`src/rtl/alu_seq.sv`:
```
// Word/long operation sequencer in front of a combinational WIDTH-bit ALU.
// Optional ALU_SEQ_STICKY_Z_EN: extended ops may only clear Z (multi-precision chains).
module alu_seq #(
    parameter int WIDTH = 16
) (
    input  logic               clk,
    input  logic               rst,
    input  logic               start,
    input  logic               size,
    input  logic [2:0]         op,
    input  logic               ext,
    input  logic [2*WIDTH-1:0] src,
    input  logic [2*WIDTH-1:0] dst,
    output logic               busy,
    output logic               done,
    output logic [2*WIDTH-1:0] result,
    output logic [4:0]         ccr,
    output logic [WIDTH-1:0]   alu_a,
    output logic [WIDTH-1:0]   alu_b,
    output logic [2:0]         alu_op,
    output logic               alu_x,
    input  logic [WIDTH-1:0]   alu_o,
    input  logic               alu_c,
    input  logic               alu_z,
    input  logic               alu_v,
    input  logic               alu_n
);

    typedef enum logic [1:0] {
        S_IDLE,
        S_LO,
        S_HI,
        S_DONE
    } state_t;

    state_t             state_q, state_d;
    logic               size_q, size_d;
    logic [2:0]         op_q, op_d;
    logic               ext_q, ext_d;
    logic [2*WIDTH-1:0] src_q, src_d;
    logic [2*WIDTH-1:0] dst_q, dst_d;
    logic [WIDTH-1:0]   o_lo_q, o_lo_d;
    logic               c_lo_q, c_lo_d;
    logic               z_lo_q, z_lo_d;
    logic [2*WIDTH-1:0] result_q, result_d;
    logic [4:0]         ccr_q, ccr_d;

    logic flag_upd, n_sel, z_sel, v_sel, c_sel, x_new, z_new;

    always_comb begin
        state_d  = state_q;
        size_d   = size_q;
        op_d     = op_q;
        ext_d    = ext_q;
        src_d    = src_q;
        dst_d    = dst_q;
        o_lo_d   = o_lo_q;
        c_lo_d   = c_lo_q;
        z_lo_d   = z_lo_q;
        result_d = result_q;
        ccr_d    = ccr_q;
        busy     = 1'b0;
        done     = 1'b0;
        alu_a    = '0;
        alu_b    = '0;
        alu_op   = '0;
        alu_x    = 1'b0;
        flag_upd = 1'b0;
        n_sel    = 1'b0;
        z_sel    = 1'b0;
        v_sel    = 1'b0;
        c_sel    = 1'b0;
        x_new    = 1'b0;
        z_new    = 1'b0;

        case (state_q)
            S_IDLE, S_DONE: begin
                done = (state_q == S_DONE);
                if (start) begin
                    size_d  = size;
                    op_d    = op;
                    ext_d   = ext;
                    src_d   = src;
                    dst_d   = dst;
                    state_d = S_LO;
                end else begin
                    state_d = S_IDLE;
                end
            end
            S_LO: begin
                busy   = 1'b1;
                alu_a  = dst_q[WIDTH-1:0];
                alu_b  = src_q[WIDTH-1:0];
                alu_op = op_q;
                alu_x  = ext_q & ccr_q[4];
                o_lo_d = alu_o;
                c_lo_d = alu_c;
                z_lo_d = alu_z;
                if (size_q) begin
                    state_d = S_HI;
                end else begin
                    state_d  = S_DONE;
                    result_d = {dst_q[2*WIDTH-1:WIDTH], alu_o};
                    flag_upd = 1'b1;
                    n_sel    = alu_n;
                    z_sel    = alu_z;
                    v_sel    = alu_v;
                    c_sel    = alu_c;
                end
            end
            S_HI: begin
                busy     = 1'b1;
                alu_a    = dst_q[2*WIDTH-1:WIDTH];
                alu_b    = src_q[2*WIDTH-1:WIDTH];
                alu_op   = op_q;
                alu_x    = c_lo_q;
                state_d  = S_DONE;
                result_d = {alu_o, o_lo_q};
                flag_upd = 1'b1;
                n_sel    = alu_n;
                z_sel    = z_lo_q & alu_z;
                v_sel    = alu_v;
                c_sel    = alu_c;
            end
            default: state_d = S_IDLE;
        endcase

        // X tracks C only for add/sub; logical ops leave it alone.
        if (flag_upd) begin
            x_new = (op_q == 3'd0 || op_q == 3'd1) ? c_sel : ccr_q[4];
`ifdef ALU_SEQ_STICKY_Z_EN
            z_new = ext_q ? (ccr_q[2] & z_sel) : z_sel;
`else
            z_new = z_sel;
`endif
            ccr_d = {x_new, n_sel, z_new, v_sel, c_sel};
        end
    end

    always_ff @(posedge clk or posedge rst) begin
        if (rst) begin
            state_q  <= S_IDLE;
            size_q   <= 1'b0;
            op_q     <= '0;
            ext_q    <= 1'b0;
            src_q    <= '0;
            dst_q    <= '0;
            o_lo_q   <= '0;
            c_lo_q   <= 1'b0;
            z_lo_q   <= 1'b0;
            result_q <= '0;
            ccr_q    <= '0;
        end else begin
            state_q  <= state_d;
            size_q   <= size_d;
            op_q     <= op_d;
            ext_q    <= ext_d;
            src_q    <= src_d;
            dst_q    <= dst_d;
            o_lo_q   <= o_lo_d;
            c_lo_q   <= c_lo_d;
            z_lo_q   <= z_lo_d;
            result_q <= result_d;
            ccr_q    <= ccr_d;
        end
    end

    assign result = result_q;
    assign ccr    = ccr_q;

endmodule

```
`config.mk`:
```
export PLATFORM = sky130hd
export DESIGN_NAME = alu_seq
export DESIGN_NICKNAME = d
export VERILOG_FILES = /design/src/rtl/alu_seq.sv
export SDC_FILE = /design/constraint.sdc
export NUM_CORES = 1
export LEC_CHECK = 0
export ABC_AREA = 1
export CORE_ASPECT_RATIO = 0.5
export CORE_MARGIN = 5
export CORE_UTILIZATION = 48
export DETAILED_ROUTE_END_ITERATION = 8
export GPL_TIMING_DRIVEN = 0
export PLACE_DENSITY = 0.81
export SLEW_MARGIN = 20
export SYNTH_ARGS = -nofsm -noshare
export SYNTH_HDL_FRONTEND = slang
export SYNTH_SLANG_ARGS = --single-unit
```
`constraint.sdc`:
```
create_clock -name clk -period 4.3 [get_ports clk]
set_input_delay 0.43 -clock clk [delete_from_list [all_inputs] [get_ports clk]]
set_output_delay 0.43 -clock clk [all_outputs]
set_load 0.05 [all_outputs]
```
==> flow_summary.yaml <==
synth:
  ys.flop_type: "dfrtp_1"
  synth.distinct_cells: 19
  syn-num-nets: 668
  synth-edff-count: 0
  netlist_area_mm2: 0.00571
  synth_common_cells: "nand2_1 (142), dfrtp_1 (126), mux2_2 (63), o21ai_0 (48), a21oi_1 (44)"
  synth-seq-cells: 126
  ys_seq_area_frac: 0.552
  synth_top_area_cell: "dfrtp_1"
  synth.area.top_cells: "dfrtp_1 (55%), mux2_2 (12%), nand2_1 (9.3%)"
  syn_area_per_cell_um2: 10.0
  async_flop_share: 1.00
  ys_warn_count: 0
  yosysMostFrequentCell: "nand2_1"
  synth_top_area_share: 0.552
  netlist_instances: 571
die:
  dieArea_mm2: 0.0143
  coreArea_mm2: 0.0117
  start_util: 0.486
  die_w_um: 164
  die_h_um: 87.1
  row_count: 28
  ioPinCount: 167
power:
  power_density_mw_per_mm2: 994
  p_leak_nw: 3.51
  ir_worst_vdd_mv: 0.520
worst_setup_path:
  critPathArrivalTime_ps: 2810
  critPathMaxStageDelay_ps: 830
  crit_type: "flop to primary output"
  cp.required_ps: 3870
  slowest_stage: "clkdlybuf4s50_1"
  end_kind: "primary output"
  worstPathCellList: "inv_1 -> ha_1 -> buf_2 -> buf_2 -> nand2_1 -> a21oi_1 -> clkdlybuf4s50_1"
  cp_max_fo: 10
  cp-start-kind: "flop"
  crit_path_frequent_cell: "buf_2"
placement:
  dp_hpwl_um: 11600
  place.gp.congestion: 0.828
  dpl_cell_area_mm2: 0.00761
  io_buffers: 166
global_route:
  antenna_found_initial: 0
  grt_pass1_vias: 4942
  grt_use_total: 0.230
  grt-ovfl-total: 0
  grt_start_max_net_pins: 70
  grt_pass1_wl_um: 25400
drt:
  drc: 0
  drtAntennaViolNets: 0
  via_count: 4703
  drt-vias-per-instance: 5.03
  drt-total-wl_um: 15600
  first_iter_violations: 247
  drt_pass1_iterations: 4
  wl_per_cell_um: 16.7
clocking:
  cts_tree: "done"
  cts.repair.resized: 0
  ctsHoldBuffers: 0
  clk_path_buf_depth: 2
  clkTransAtPathRegs_ps: 50
  post-cts-setup-buffers: 0
  cts_max_level: 4
  clk_latency_ps: 410
  cts.sinks: 126
  cts_root_buf: "clkbuf_16"
  cts_buffers: 17
outcome:
  run_status: "completed"
cells_and_area:
  nets: 854
  syn2layout_area_growth_pct: 43.5
  final_layout_size_suffix_gt1_frac: 0.190
  final_cell_area_mm2: 0.00819
  n_antenna_cell: 0
job:
  cap_violations: 0
timing:
  min_period_over_period: 0.754
  setup_viol: 0
  finalHoldViolations: 0
  worst_hold_slack_ps: 478
  rsz0062_at_grt: "false"
  period_needed_ps: 3240
  timing_worst_slew_pin_value_ps: 645
  max_freq_mhz: 308
  max_slew_margin: 0.570
  skew_ps: 7.96
  maxSlewViolCount: 0
min_path:
  hold_class: "flop to flop"
logic make-up (layout without fill, tap and decap cells):
| logic type | after synthesis | count (layout) | share of synthesized area |
|---|---|---|---|
| fa+ha+maj | 5 | 5 | 0.0110 |
| compound gates | 123 | 123 | 0.129 |
| flops | 126 | 126 | 0.552 |
| simple gates | 187 | 187 | 0.124 |
| mux | 63 | 63 | 0.124 |
| buf+inv | 67 | 266 | 0.0594 |
flip-flops by register name, indices dropped and copies added (netlist names):
name and cells:
c_lo_q 1, ccr 5, dst_q 32, ext_q 1, o_lo_q 16, op_q 3, result 32, size_q 1
src_q 32, state_q 2, z_lo_q 1
power breakdown:
part	internal (mW)	switching, mW
combinational	1.67	2.93
clock	0.870	0.537
sequential	1.80	0.346
critical path: cells and delay by family, from the launching register on:
kind	cells	cell delay, ps
compound gates	1	170
buf+inv	4	1470
fa+ha+maj	1	290
flops	1	410
simple gates	1	70
layer usage:
layer	track usage	part of all wire	vias up	routed length, um
met2	0.396	0.50	136	7880
met3	0.0600	0.053	20	833
met1	0.288	0.43	2299	6660
met4	0.0723	0.017	0	264
li1	-	-	2248	-
met5	0	0	-	0
cell usage in the layout (no fill, tap or decap), drive strengths merged, types with 25 or more instances in the layout:
master / synthesis / routed
clkdlybuf4s50: 0 / 166
nand2: 142 / 142
dfrtp: 126 / 126
a21oi: 71 / 71
mux2: 63 / 63
o21ai: 49 / 49
nor2: 41 / 41
inv: 32 / 34
clkbuf: 11 / 30
buf: 24 / 25
layout make-up:
cell class	count	area, um2
Sequential cell	126	3150
Clock inverter	13	140
Inverter	32	128
Buffer	35	216
Fill cell	893	3540
Clock buffer	19	443
Multi-Input combinational cell	378	2220
Timing Repair Buffer	167	1690
Tap cell	165	206
metrics by stage:
step	util	power [mW]	setup WS, ps	setup TNS, ps	std cells
after floorplan	-	5.31	514	0	571
after global placement	0.646	6.62	-1220	-152590	902
after detailed placement	0.648	6.75	1480	0	903
after CTS	0.698	8.19	1020	0	935
after global routing	0.698	8.62	849	0	935
final	0.698	8.15	1060	0	935
path summary, 6_finish.rpt:
path	from	end	depth (start not counted)	slack (ps)
worst max-delay path	state_q[1]$_DFF_PP0_	alu_b[14]	7	1060
worst min-delay path	c_lo_q$_DFFE_PP0N_	c_lo_q$_DFFE_PP0N_	2	480
worst max register to register	state_q[0]$_DFF_PP0_	dst_q[10]$_DFFE_PP0P_	6	2390
worst min register to register	c_lo_q$_DFFE_PP0N_	c_lo_q$_DFFE_PP0N_	2	480
max in group asynchronous	rst	result[28]$_DFFE_PP0P_	3	3080
min in group asynchronous	rst	src_q[13]$_DFFE_PP0P_	2	510
No activity file was read; power rests on OpenSTA's default activity.
==> edit 1, RTL diff (same flow settings) <==
Take the reset off `result_q` and load it in a clocked block of its own.
--- a/src/rtl/alu_seq.sv
+++ b/src/rtl/alu_seq.sv
@@ -150,3 +150,2 @@
             z_lo_q   <= 1'b0;
-            result_q <= '0;
             ccr_q    <= '0;
@@ -162,5 +161,8 @@
             z_lo_q   <= z_lo_d;
-            result_q <= result_d;
             ccr_q    <= ccr_d;
         end
+    end
+
+    always_ff @(posedge clk) begin
+        result_q <= result_d;
     end
Formal check against the unedited RTL: differs if rst is asserted again (counterexample within 4 cycles, from zero or initial values and one cycle with rst high); with rst held inactive, the same outputs for 4 cycles.
==> edit 1 against the unedited design <==
Die area fell by 4.6%; routed wire length fell by 1.6%; area after synthesis fell by 5.0%; sequential cell count did not move; final area fell by 3.1%; register-to-register slack improved by 20 ps; setup slack improved by 57 ps.
Power is not shown: default switching activity piles up to over one toggle a cycle in this logic, so the estimate is an artifact.
==> edit 1: results (changes against the unedited design) <==
| Metric | Value |
|---|---|
| Hold Crit Class | input port to asynchronous set/reset pin |
| Post-synthesis sequential area ratio | 61.1% (+5.9 points) |
| Slew headroom | 63.2% (+6.2 points) |
| Post-DP Area | 7340 µm² (-3.6%) |
| Top FF cell, synth | dfrtp_1 |
| GRT Total Usage | 23.3% (+0.28 points) |
| Gpl congestion | 0.853 (+3.1%) |
| Dpl cells | 839 (-7.1%) |
| Largest net degree at the start of global routing | 70 (unchanged) |
| Top cells by area, synth | dfrtp_1, edfxtp_1, mux2_2, nand2_1, a21oi_1 |
| Via count | 4,479 (-4.8%) |
| Setup slack, reg-to-reg | 2410 ps (+20 ps) |
| Commonest cells in the netlist | nand2_1, dfrtp_1, a21oi_1 |
| Status | finished, final reports clean |
| Wire per inst | 17.7 µm (+5.7%) |
| Finished Layout Cells | 870 (-7.0%) |
| DR pass1 iterations | 5 (+1) |
| Final Skew | 6.65 ps (-1.31 ps) |
| DP Wirelength | 10.9 mm (-6.4%) |
| Vias in the first global route | 4,749 (-3.9%) |
| Post-synth net total | 623 (-6.7%) |
| H-tree levels | 4 (unchanged) |
| Crit-path max cell delay | 830 ps (about the same) |
| # fillers | 775 (-13%) |
| CP max-delay cell | clkdlybuf4s50_1 |
| CP Data Arrival Time | 2760 ps (-50 ps) |
| Post_cts resized | 0 (unchanged) |
| Netlist cell types | 18 (-1) |
| First-pass GRT wire length | 24.8 mm (-2.6%) |
| Nets | 810 (-5.2%) |
| EDFF count, synth | 32 (+32) |
| Synth async-reset ratio | 74.6% (-25 points) |
| Starting DRT DRC Count | 213 (-14%) |
edit 1: cell families (layout without fill, tap and decap cells):
group	count (synthesis)	count (layout)	share of synthesized area [%]
buffers and inverters	74	273	5.86
and+or+nand+nor	167	167	11.8
AOI/OAI and AO/OA	103	103	9.51
DFF	126	126	61.1
muxes	51	51	10.6
adders and majority gates	5	5	1.15
edit 1: cell type report:
class | instances | area [µm²] | share of cell area [%]
sequential | 126 | 3310 | 41.7
timing repair buffer | 168 | 1720 | 21.6
tap | 145 | 181 | 2.29
inverter | 43 | 166 | 2.10
clock inverter | 13 | 173 | 2.18
clock buffer | 18 | 429 | 5.41
multi-input combinational | 326 | 1800 | 22.7
buffer | 31 | 156 | 1.97
edit 1: stage by stage:
step	TNS [ps]	setup WS [ps]	hold WS, ps
floorplan	0	709	442
global placement	-15980	-358	460
detailed placement	0	1560	462
CTS	0	1110	340
global route	0	984	359
finish	0	1110	338
edit 1: worst max path at each step:
stage / endpoint / slack, ps / start / cells past startpoint
after floorplan: result[0] / 710 / state_q[0] / 5
after global placement: result[9] / -360 / state_q[0] / 5
after detailed placement: alu_b[14] / 1560 / state_q[0] / 7
after CTS: alu_b[14] / 1110 / state_q[0] / 7
after global routing: alu_b[14] / 980 / state_q[0] / 7
final: alu_b[14] / 1110 / state_q[0] / 7
edit 1: routing by layer:
layer	vias to the layer above	global-route usage (%)	wire (µm)
met4	0	8.51	357
li1	2095	-	-
met2	153	41.0	7700
met3	35	6.55	844
met5	-	0	0
met1	2196	27.7	6480
==> edit 2, RTL diff (config.mk and constraints unchanged) <==
Made on the original files. Change the parameter `WIDTH` from 16 to 18.
--- a/src/rtl/alu_seq.sv
+++ b/src/rtl/alu_seq.sv
@@ -3,3 +3,3 @@
 module alu_seq #(
-    parameter int WIDTH = 16
+    parameter int WIDTH = 18
 ) (
Ports: changed (6 resized); port bits go from 167 to 185. No check against the original RTL was run, so the function may have changed too.
==> edit 2 against the unedited design <==
Area after synthesis increased by 8.3%; critical endpoint is now alu_b[15]; maximum frequency decreased by 4.9%; clock power increased by 3%; routed wire length increased by 16%; core utilization increased by 0.31 points; via count increased by 12%; setup slack got worse by 170 ps; final area increased by 8.1%; synthesized cell count increased by 10%; cell count increased by 8.8%; sequential cell count increased by 14; worst hold slack got worse by 110 ps; power increased by 7.3%.
==> edit 2: results (changes against the unedited design) <==
| Metric | Value |
|---|---|
| Met1 Usage GRT | 30.1% (+1.3 points) |
| Nets | 941 (+10%) |
| Vias per Instance | 5.19 (+3.2%) |
| Largest net degree at the start of global routing | 111 (+59%) |
| Final Skew | 9.13 ps (+1.18 ps) |
| Gpl congestion | 0.868 (+4.9%) |
| Hold Crit Class | input port to asynchronous set/reset pin |
| Starting DRT DRC Count | 327 (+32%) |
| Internal power | 4570 µW (+5.3%) |
| Netlist cell types | 18 (-1) |
| Top cells by area, synth | dfrtp_1, mux2_2, nand2_1, a21oi_1, o21ai_0 |
| CTS Root Cell | clkbuf_16 |
| EDFF count, synth | 0 (unchanged) |
| DP Worst Slack | 1360 ps (-119 ps) |
| GRT Total Usage | 23.7% (+0.65 points) |
| Finished Layout Cells | 1,017 (+8.8%) |
| Post_cts resized | 0 (unchanged) |
| H-tree levels | 4 (unchanged) |
| DR pass1 iterations | 5 (+1) |
| Worst Tran Pin Value | 562 ps (-83.5 ps) |
| Initial antenna violation count | 0 (unchanged) |
| Reg clk slew, reported paths | 70 ps (+20 ps) |
| Share of cells above drive strength 1 | 15.3% (-3.6 points) |
| Crit path max fanout | 10 (unchanged) |
| Setup slack, reg-to-reg | 2370 ps (-20 ps) |
| Met2 Use GR | 40.4% (+0.78 points) |
| Commonest cells in the netlist | nand2_1, dfrtp_1, a21oi_1 |
| Max clock buf depth | 2 (unchanged) |
| FF-to-FF End | dst_q[6] |
| First-pass GRT wire length | 28.7 mm (+13%) |
| Hold buffers post-CTS | 0 (unchanged) |
| Static Leak | 0.00383 µW (+9.2%) |
| Synth async-reset ratio | 100% (unchanged) |
| GR Util met3 | 4.55% (-1.5 points) |
| Clk Latency, worst-skew pair | 420 ps |
| VDD IR-drop max | 0.463 mV (-11%) |
| CP Data Arrival Time | 2980 ps (+170 ps) |
| Final worst slack | 888 ps (-169 ps) |
| CTS Buf Count | 17 (unchanged) |
| Mapped Cells | 630 (+10%) |
| Post-CTS Setup Repair Bufs | 0 (unchanged) |
| Vias in the first global route | 5,462 (+11%) |
| Yosys Warn Count | 0 (unchanged) |
| Reg2Reg Launch Point | state_q[0] |
| Ant diodes | 0 (unchanged) |
| # port buffers | 184 (+11%) |
| Final hold slack | 367 ps (-111 ps) |
| Post-DP Area | 8270 µm² (+8.7%) |
| Status | finished, final reports clean |
| Top FF cell, synth | dfrtp_1 |
| R2R cell count | 7 (+1) |
| Post-synthesis sequential area ratio | 56.7% (+1.4 points) |
| Total wire length | 18.2 mm (+16%) |
| DP Wirelength | 13.0 mm (+11%) |
| Post-synth net total | 737 (+10%) |
| Dpl cells | 985 (+9.1%) |
-- edit 2: changes by cell type in the layout (fill, tap and decap cells not counted), moves of 4 or more --
cell,unedited run,this run
buf_4,1,5
buf_6,9,5
nand2_1,142,153
o21ai_0,48,56
dfrtp_1,126,140
a21oi_2,27,0
mux2_2,63,71
a21oi_1,44,80
inv_8,0,4
clkdlybuf4s50_1,166,184
nor2_1,41,46
-- edit 2: critical path, cell delays in order, from the launching register on --
cell and delay, ps:
dfrtp_1 420, inv_1 100, ha_1 190, buf_2 240, buf_1 440, nand2_1 130
a21oi_1 200, clkdlybuf4s50_1 850
-- edit 2: power groups by stage --
stage	clock [µW]	sequential (µW)	combinational, µW
after floorplan	0	2900	2780
after global placement	0	2350	4790
after detailed placement	0	2380	4880
after CTS	1460	2370	4930
after global routing	1520	2450	5240
final	1450	2380	4910
-- edit 2: per-layer routing --
metal	wire length, µm	part of all wire [%]	vias up
met5	0	0	-
met4	525	2.9	0
met3	880	4.8	37
met2	9180	50	168
met1	7600	42	2598
li1	-	-	2476
-- edit 2: area by class of cell --
class                      count  area (µm²)
buffer                        40         221
clock buffer                  17         425
clock inverter                15         154
fill                         959        3770
inverter                      33         131
multi-input combinational    417        2330
sequential                   140        3500
tap                          170         213
timing repair buffer         185        1870
-- edit 2: worst max-delay path by stage --
| stage | endpoint | start |
|---|---|---|
| after detailed placement | alu_b[15] | state_q[1] |
| after global placement | result[6] | rst |
| final | alu_b[15] | state_q[1] |
| after floorplan | c_lo_q | rst |
| after global routing | alu_b[2] | state_q[1] |
| after CTS | alu_b[15] | state_q[1] |
-- edit 2: cell families after synthesis --
family,synth area share (%)
AO/OA/AOI/OAI,11.4
adder cells (fa/ha/maj),1.01
flip-flops,56.7
buffers and inverters,5.58
multiplexers,12.9
AND/OR/NAND/NOR,12.4
